[config.mk]
export PLATFORM = sky130hd
export DESIGN_NAME = crc_sig_harness
export DESIGN_NICKNAME = d
export VERILOG_FILES = /design/src/rtl/crc_sig_harness.sv
export SDC_FILE = /design/constraint.sdc
export NUM_CORES = 1
export LEC_CHECK = 0
export CAP_MARGIN = 0
export CORE_MARGIN = 8
export CORE_UTILIZATION = 42
export CTS_CLUSTER_SIZE = 8
export DETAILED_ROUTE_END_ITERATION = 6
export PLACE_DENSITY = 0.88
export SYNTH_ARGS = -nofsm -noshare
export SYNTH_HDL_FRONTEND = slang
export SYNTH_SLANG_ARGS = --single-unit
[constraint.sdc]
create_clock -name clk -period 3.4 [get_ports clk]
set_clock_uncertainty 0.2 [all_clocks]
set_input_delay 0.68 -clock clk [delete_from_list [all_inputs] [get_ports clk]]
set_output_delay 0.68 -clock clk [all_outputs]
set_load 0.005 [all_outputs]
[src/rtl/crc_sig_harness.sv]
// LFSR stimulus and result-signature stage that wraps a type-parameterised DUT.
// Optional X/Z detection on the result input is enabled by defining CRC_SIG_XCHECK_EN.
`timescale 1ns/1ps
module crc_sig_harness #(
  parameter type         result_t  = logic [63:0],
  parameter logic [63:0] SEED      = 64'h5aef0c8d_d70a4497,
  parameter int unsigned WARMUP    = 10,
  parameter int unsigned CHECK_CYC = 99
) (
  input  logic        clk,
  input  logic        rst_n,
  input  logic        start,
  input  logic        in_valid,
  input  result_t     result,
  input  logic [63:0] expected_crc,
  input  logic [63:0] expected_sum,
  output logic [63:0] crc,
  output logic [63:0] sum,
  output logic [31:0] cyc,
  output logic        running,
  output logic        done,
  output logic        pass,
  output logic        fail
);

  typedef enum logic [1:0] {
    IDLE = 2'd0,
    RUN  = 2'd1,
    DONE = 2'd2
  } state_t;

  localparam int          RW        = $bits(result_t);
  localparam logic [31:0] WARMUP_C  = 32'(WARMUP);
  localparam logic [31:0] CHECK_C   = 32'(CHECK_CYC);

  if ((WARMUP < 1) || (WARMUP >= CHECK_CYC)) begin : g_bad_warmup
    $error("crc_sig_harness: WARMUP must lie in 1..CHECK_CYC-1");
  end
  if (CHECK_CYC >= 32'hffff_ffff) begin : g_bad_check
    $error("crc_sig_harness: CHECK_CYC must be below 2^32-1");
  end

  function automatic logic [63:0] lfsr_step(input logic [63:0] v);
    return {v[62:0], v[63] ^ v[2] ^ v[0]};
  endfunction

  logic [RW-1:0] result_bits;
  logic [63:0]   r64;

  assign result_bits = result;

  if (RW >= 64) begin : g_trunc
    assign r64 = result_bits[63:0];
  end else begin : g_ext
    assign r64 = {{(64-RW){1'b0}}, result_bits};
  end

  state_t      state_q, state_d;
  logic [63:0] crc_q, crc_d;
  logic [63:0] sum_q, sum_d;
  logic [31:0] cyc_q, cyc_d;
  logic        done_q, done_d;
  logic        pass_q, pass_d;
  logic        fail_q, fail_d;
  logic        match;

  assign match = (crc_q == expected_crc) && (sum_q == expected_sum);

  // Reseed is shared by IDLE and DONE; in RUN start is deliberately ignored.
  always_comb begin
    state_d = state_q;
    crc_d   = crc_q;
    sum_d   = sum_q;
    cyc_d   = cyc_q;
    done_d  = done_q;
    pass_d  = pass_q;
    fail_d  = fail_q;
    unique case (state_q)
      IDLE, DONE: begin
        if (start) begin
          state_d = RUN;
          cyc_d   = 32'd1;
          crc_d   = SEED;
          sum_d   = 64'd0;
          done_d  = 1'b0;
          pass_d  = 1'b0;
          fail_d  = 1'b0;
        end
      end
      RUN: begin
`ifdef CRC_SIG_XCHECK_EN
        if ((cyc_q >= WARMUP_C) && in_valid && $isunknown(result)) begin
          state_d = DONE;
          done_d  = 1'b1;
          pass_d  = 1'b0;
          fail_d  = 1'b1;
        end else
`endif
        if (cyc_q == CHECK_C) begin
          state_d = DONE;
          done_d  = 1'b1;
          pass_d  = match;
          fail_d  = ~match;
        end else begin
          cyc_d = cyc_q + 32'd1;
          crc_d = lfsr_step(crc_q);
          if (cyc_q < WARMUP_C) begin
            sum_d = 64'd0;
          end else if (in_valid) begin
            sum_d = r64 ^ lfsr_step(sum_q);
          end
        end
      end
      default: begin
        state_d = IDLE;
      end
    endcase
  end

  always_ff @(posedge clk or negedge rst_n) begin
    if (!rst_n) begin
      state_q <= IDLE;
      crc_q   <= 64'd0;
      sum_q   <= 64'd0;
      cyc_q   <= 32'd0;
      done_q  <= 1'b0;
      pass_q  <= 1'b0;
      fail_q  <= 1'b0;
    end else begin
      state_q <= state_d;
      crc_q   <= crc_d;
      sum_q   <= sum_d;
      cyc_q   <= cyc_d;
      done_q  <= done_d;
      pass_q  <= pass_d;
      fail_q  <= fail_d;
    end
  end

  assign crc     = crc_q;
  assign sum     = sum_q;
  assign cyc     = cyc_q;
  assign running = (state_q == RUN);
  assign done    = done_q;
  assign pass    = pass_q;
  assign fail    = fail_q;

endmodule
==> flow_summary_export.csv, run 1 <==
group,metric,value,unit
grt,grt_max_degree,102,
critical_path,rr_endpoint,"cyc[5]",
route,viasPerCell,5.542,
hold_path,min_path_type,"in2async",
logic_synthesis,netlist.area_leader.share,47.47,%
grt,track_usage,28.02,%
critical_path,worstReg2RegStart,"cyc[11]",
critical_path,slowest_delay,620,ps
route,drc,0,
clock_network,cts_setup_buffers,0,
cells_and_area,final_nets,1417,
flow_run,maxCapViolations,0,
grt,grt-ovfl-total,0,
cells_and_area,final_cell_mix,"clkdlybuf4s50_1, dfrtp_1, xor2_1, nand2_1, xnor2_1",
critical_path,critPathMaxFanout,55,
timing,clock.fmax,0.3240,GHz
critical_path,critPathRequiredTime,3500,ps
logic_synthesis,synth_warnings,0,
clock_network,hold_buffers,0,
clock_network,clk_pin_slew,70,ps
critical_path,cp-start-kind,"register",
timing,drv_slew,0,
logic_synthesis,ys_seq_area_share,47.47,%
grt,antenna_found_initial,1,
critical_path,rr_worst_depth,7,
logic_synthesis,synthCells,867,
timing,tns,0,ps
critical_path,regToRegSetupSlack,310,ps
power_and_ir_drop,peakVddDrop,0.3712,mV
timing,rsz0062_at_grt,"false",
place,dp_hpwl,28860,um
timing,tightest_slew,765.3,ps
critical_path,critPathSlowestCell,"nor4_1",
grt,grt_first_pass_wirelength,54340,um
timing,post-route-min-period,3086,ps
route,num_vias,8329,
cells_and_area,area_growth,51.96,%
critical_path,cp_cell_sequence,"nor4_1, nand3_1, o31a_2, buf_4, nand3_1, xor2_1, nor2_1",
logic_synthesis,synth_top_cell_by_area,"dfrtp_1",
cells_and_area,layout_commonest_cell,"clkdlybuf4s50_1",
clock_network,cts_resized,0,
logic_synthesis,synth.area.top_cells,"dfrtp_1, xor2_1, xnor2_1",
critical_path,crit_type,"reg2reg",
floorplan,row_count,52,
outcome,status,"finished, final reports clean",
floorplan,start_util,42.85,%
clock_network,clockRootBuffer,"clkbuf_16",
timing,finalCritPeriodShare,90.78,%
power_and_ir_drop,pwr_density_cell,803.6,mW/mm2
floorplan,core_area,0.02030,mm2
clock_network,cts_buffer_depth,2,
cells_and_area,nFillCells,1581,
floorplan,die_y,159.9,um
critical_path,end_kind,"register",
critical_path,crit_path_frequent_cell,"nand3_1",
logic_synthesis,syn_area_per_cell,10.03,um2
route,drt-initial-drc-count,706,
logic_synthesis,syn-num-nets,1064,
logic_synthesis,netlist_area,0.008698,mm2
floorplan,ios,360,
logic_synthesis,synth_seq_cells,165,
place,numPortBuffers,359,
route,drt_wl_total,36550,um
route,wl_per_cell,24.32,um
grt,grt_pass1_vias,8682,
cells_and_area,utilization,65.11,%
clock_network,cts_tree,"yes",
clock_network,numCtsBuffers,17,
timing,relSlewSlack,48.68,%
timing,hold_viol,0,
floorplan,dieWidth,159.9,um
clock_network,htreeDepth,4,
clock_network,clkLatencyLatePin,420,ps
route,ant_nets,0,
floorplan,dieArea,0.02557,mm2
critical_path,cp.arrival,3180,ps
route,drt_first_pass_iters,5,
logic_synthesis,netlist-cell-type-count,35,
clock_network,cts_sinks,165,
power_and_ir_drop,leakagePower,5.485,nW
place,place_congestion,0.8641,
cells_and_area,drive_gt1_share,4.789,%
timing,final-setup-viol-count,0,
==> worst max-delay path, delay by kind of cell, from the launching register on <==
kind / cells / cell delay [ps]
XOR/XNOR: 1 / 180
flip-flops: 1 / 500
AND/OR/NAND/NOR: 4 / 1290
buffers and inverters: 1 / 330
AO/OA/AOI/OAI: 1 / 440
==> state kept, by name, summed over array words and instances (netlist names) <==
name and cells:
fail 1, crc 64, state_q 2, pass 1
sum 64, cyc 32, done 1
==> synth_stat cells <==
cell        n
a22o_1     33
and4_1      6
a211o_1     1
a21oi_1     5
nor2_1     51
inv_2       1
o31a_1      1
nand2_1   126
or4b_1      1
a21o_1      3
and2_1      4
nor2b_1     1
and3_1      7
xor2_1    146
nand2b_1    2
o41ai_2     1
buf_4       4
ha_1        1
o31ai_1    64
mux2i_1     1
inv_1       1
or3_1       5
nand4_1    17
clkbuf_1   24
a41o_1      2
a21oi_4     1
a41oi_1     1
nand3_1    24
o21ai_0    26
nor3b_1     1
buf_2      18
xnor2_1    73
dfrtp_1   165
nor3_1      6
nor4_1     44
==> cell type report <==
cell class | count | area, um2 | share of cell area (%)
antenna | 1 | 2.502 | 0.01893
clock buffer | 18 | 429.2 | 3.247
clock inverter | 13 | 148.9 | 1.126
inverter | 2 | 7.507 | 0.05680
multi-input combinational | 654 | 4373 | 33.08
sequential | 165 | 4129 | 31.24
tap | 270 | 337.8 | 2.556
timing repair buffer | 380 | 3790 | 28.67
==> power by group <==
| part | internal [mW] | switching (mW) |
|---|---|---|
| sequential | 2.73 | 1.29 |
| clock | 1.09 | 0.843 |
| combinational | 2.62 | 2.04 |
| total | 6.44 | 4.18 |
==> through the flow <==
stage / total power, mW / instance area [um2] / instances / hold slack, ps / worst slack, ps
global route: 11.16 / 13220 / 1503 / 108.8 / 145.9
floorplan: 5.608 / 8698 / 867 / 184.4 / 1030
finish: 10.62 / 13220 / 1503 / 60.46 / 313.6
detailed placement: 8.698 / 12640 / 1471 / 256.7 / 350.2
CTS: 10.67 / 13220 / 1502 / 71.81 / 394.2
global placement: 8.566 / 12640 / 1471 / 251.5 / 383.7
==> metal layers <==
| metal | vias up | global-route usage (%) | routed length, um |
|---|---|---|---|
| met2 | 444 | 47.06 | 17670 |
| met5 | - | 0 | 0 |
| met1 | 4069 | 32.67 | 13940 |
| li1 | 3730 | - | - |
| met4 | 0 | 13.72 | 1920 |
| met3 | 86 | 7.584 | 3028 |
==> worst max-delay path by stage <==
| stage | from | endpoint | depth (start not counted) |
|---|---|---|---|
| 5_1_grt | cyc[11] | crc[0] | 6 |
| 4_1_cts | cyc[11] | cyc[5] | 7 |
| 3_3_place_gp | expected_crc[18] | fail | 8 |
| 2_1_floorplan | cyc[5] | cyc[21] | 8 |
| 6_report | cyc[11] | cyc[5] | 7 |
| 3_5_place_dp | expected_crc[18] | fail | 8 |
==> cells by family (layout without fill, tap and decap cells) <==
family | Yosys count | in the layout | share of synthesized area [%]
other | 0 | 1 | 0
flip-flops | 165 | 165 | 47.47
adder cells (fa/ha/maj) | 1 | 1 | 0.1438
AND/OR/NAND/NOR | 295 | 295 | 15.92
XOR/XNOR | 219 | 219 | 22.05
multiplexers | 1 | 1 | 0.1151
AO/OA/AOI/OAI | 138 | 138 | 11.80
buffers and inverters | 48 | 413 | 2.503
Note: power is estimated with default switching activity, not from simulation.
==> inputs of run 2 (changes only) <==
- MAX_ROUTING_LAYER: not set -> met4
==> run 2 against run 1 <==
Against the previous run: sequential power is essentially flat; sequential cell count is the same; highest routed layer unchanged; first-iteration DRC count shrank 18%; die area is the same; largest cell class unchanged; hold slack lost 63 ps; the flow now finishes with violations (negative hold slack); non-clock buffer count shrank 1; clock power grew 6%.
==> flow_summary_export.csv, run 2 (synthesized netlist as in run 1, its figures left out) <==
group,metric,value,unit
outcome,status,"complete, but fails checks",
outcome,violations,"negative hold slack",
grt,track_usage,28.96,%
power_and_ir_drop,leakagePower,5.500,nW
cells_and_area,regArea,0.004129,mm2
cells_and_area,layout_commonest_cell,"clkdlybuf4s50_1",
route,viasPerCell,5.528,
clock_network,clkLatencyLatePin,430,ps
critical_path,end_kind,"register",
route,drt_first_pass_iters,5,
route,ant_nets,0,
timing,clock.fmax,0.3256,GHz
route,drt-initial-drc-count,579,
grt,antenna_found_initial,4,
cells_and_area,stdcell_area,0.01325,mm2
grt,grt_first_pass_wirelength,54920,um
timing,drv_slew,0,
critical_path,critPathRequiredTime,3510,ps
clock_network,cts_setup_buffers,0,
hold_path,min_path_type,"in2async",
clock_network,hold_buffers,0,
cells_and_area,layout.cells.non_filler,1505,
clock_network,cts_sinks,165,
clock_network,clk_pin_slew,70,ps
floorplan,row_count,52,
floorplan,start_util,42.85,%
place,preCtsSetupSlack,267.7,ps
timing,rsz0062_at_grt,"false",
timing,tightest_slew,735.6,ps
clock_network,cts_buffer_depth,2,
clock_network,numCtsBuffers,17,
grt,grt_max_degree,104,
timing,finalWorstSetupSlack,329.2,ps
grt,grt-ovfl-total,0,
critical_path,crit_type,"reg2reg",
cells_and_area,final_nets,1416,
timing,final-setup-viol-count,0,
critical_path,critPathMaxFanout,103,
route,num_vias,8320,
place,numPortBuffers,359,
critical_path,cp-start-kind,"register",
cells_and_area,final_cell_mix,"clkdlybuf4s50_1, dfrtp_1, xor2_1, nand2_1, xnor2_1",
flow_run,maxCapViolations,0,
timing,hold_ws,-2.076,ps
cells_and_area,drive_gt1_share,4.793,%
floorplan,core_area,0.02030,mm2
power_and_ir_drop,total_power,10.74,mW
place,place_congestion,0.9295,
timing,post-route-min-period,3071,ps
floorplan,dieWidth,159.9,um
floorplan,die_y,159.9,um
power_and_ir_drop,peakVddDrop,0.4698,mV
place,dp_hpwl,29070,um
floorplan,ios,360,
place,place_area,0.01263,mm2
timing,finalCritPeriodShare,90.32,%
clock_network,cts_resized,0,
timing,hold_viol,3,
grt,grt_pass1_vias,8582,
timing,relSlewSlack,50.51,%
floorplan,dieArea,0.02557,mm2
clock_network,htreeDepth,4,
route,drt_wl_total,36680,um
route,wl_per_cell,24.37,um
critical_path,cp.arrival,3180,ps
cells_and_area,area_growth,52.35,%
place,placed_cells_incl_taps,1470,
timing,tns,0,ps
clock_network,clockRootBuffer,"clkbuf_16",
power_and_ir_drop,pwr_density_cell,810.6,mW/mm2
cells_and_area,nFillCells,1620,
route,drc,0,
clock_network,cts_tree,"yes",
cells_and_area,multi_input_area,0.004373,mm2
## run 2: per-stage QoR
| stage | utilization, % | hold WS (ps) |
|---|---|---|
| floorplan | - | 184.4 |
| global route | 65.28 | 7.519 |
| finish | 65.28 | -2.076 |
| detailed placement | 62.22 | 274.3 |
| CTS | 65.23 | 7.839 |
| global placement | 62.22 | 252.2 |
## run 2: cell type report
type / count / share of cell area [%]
antenna: 4 / 0.07554
clock inverter: 14 / 1.407
clock buffer: 17 / 3.210
tap: 270 / 2.549
timing repair buffer: 379 / 28.54
multi-input combinational: 654 / 33.00
inverter: 2 / 0.05665
sequential: 165 / 31.16
## run 2: power breakdown
part	switching (mW)	leakage (nW)	internal (mW)
sequential	1.29	2.06	2.73
clock	0.884	0.299	1.18
combinational	2.04	3.14	2.61
total	4.22	5.50	6.53
## run 2: worst max-delay path, stage by stage (launching register included)
cell     delay [ps]
dfrtp_1         450
nor4_1          440
nand4_1         360
o31a_2          640
a21oi_4         240
buf_12          340
nand2_1         110
o31ai_1          90
## run 2: final timing paths
check                              from       to  slack, ps  cells after the start
worst max-delay path            cyc[16]  sum[48]        330                      7
worst min-delay path              rst_n  crc[38]         -2                      1
worst max register to register  cyc[16]  sum[48]        330                      7
worst min register to register     done     done        290                      1
max in group asynchronous         rst_n  sum[23]       2110                      2
min in group clk                   done     done        290                      1
## run 2: metal layers
metal,wire length (um),track usage [%]
met5,0,-
met2,18620,49.52
met4,878,8.029
met1,14340,33.97
met3,2844,6.298
==> inputs of run 3 (changes only) <==
- TNS_END_PERCENT: not set -> 100
==> results of run 3 <==
The final DEF is identical to that of run 2; final timing and power are the same.
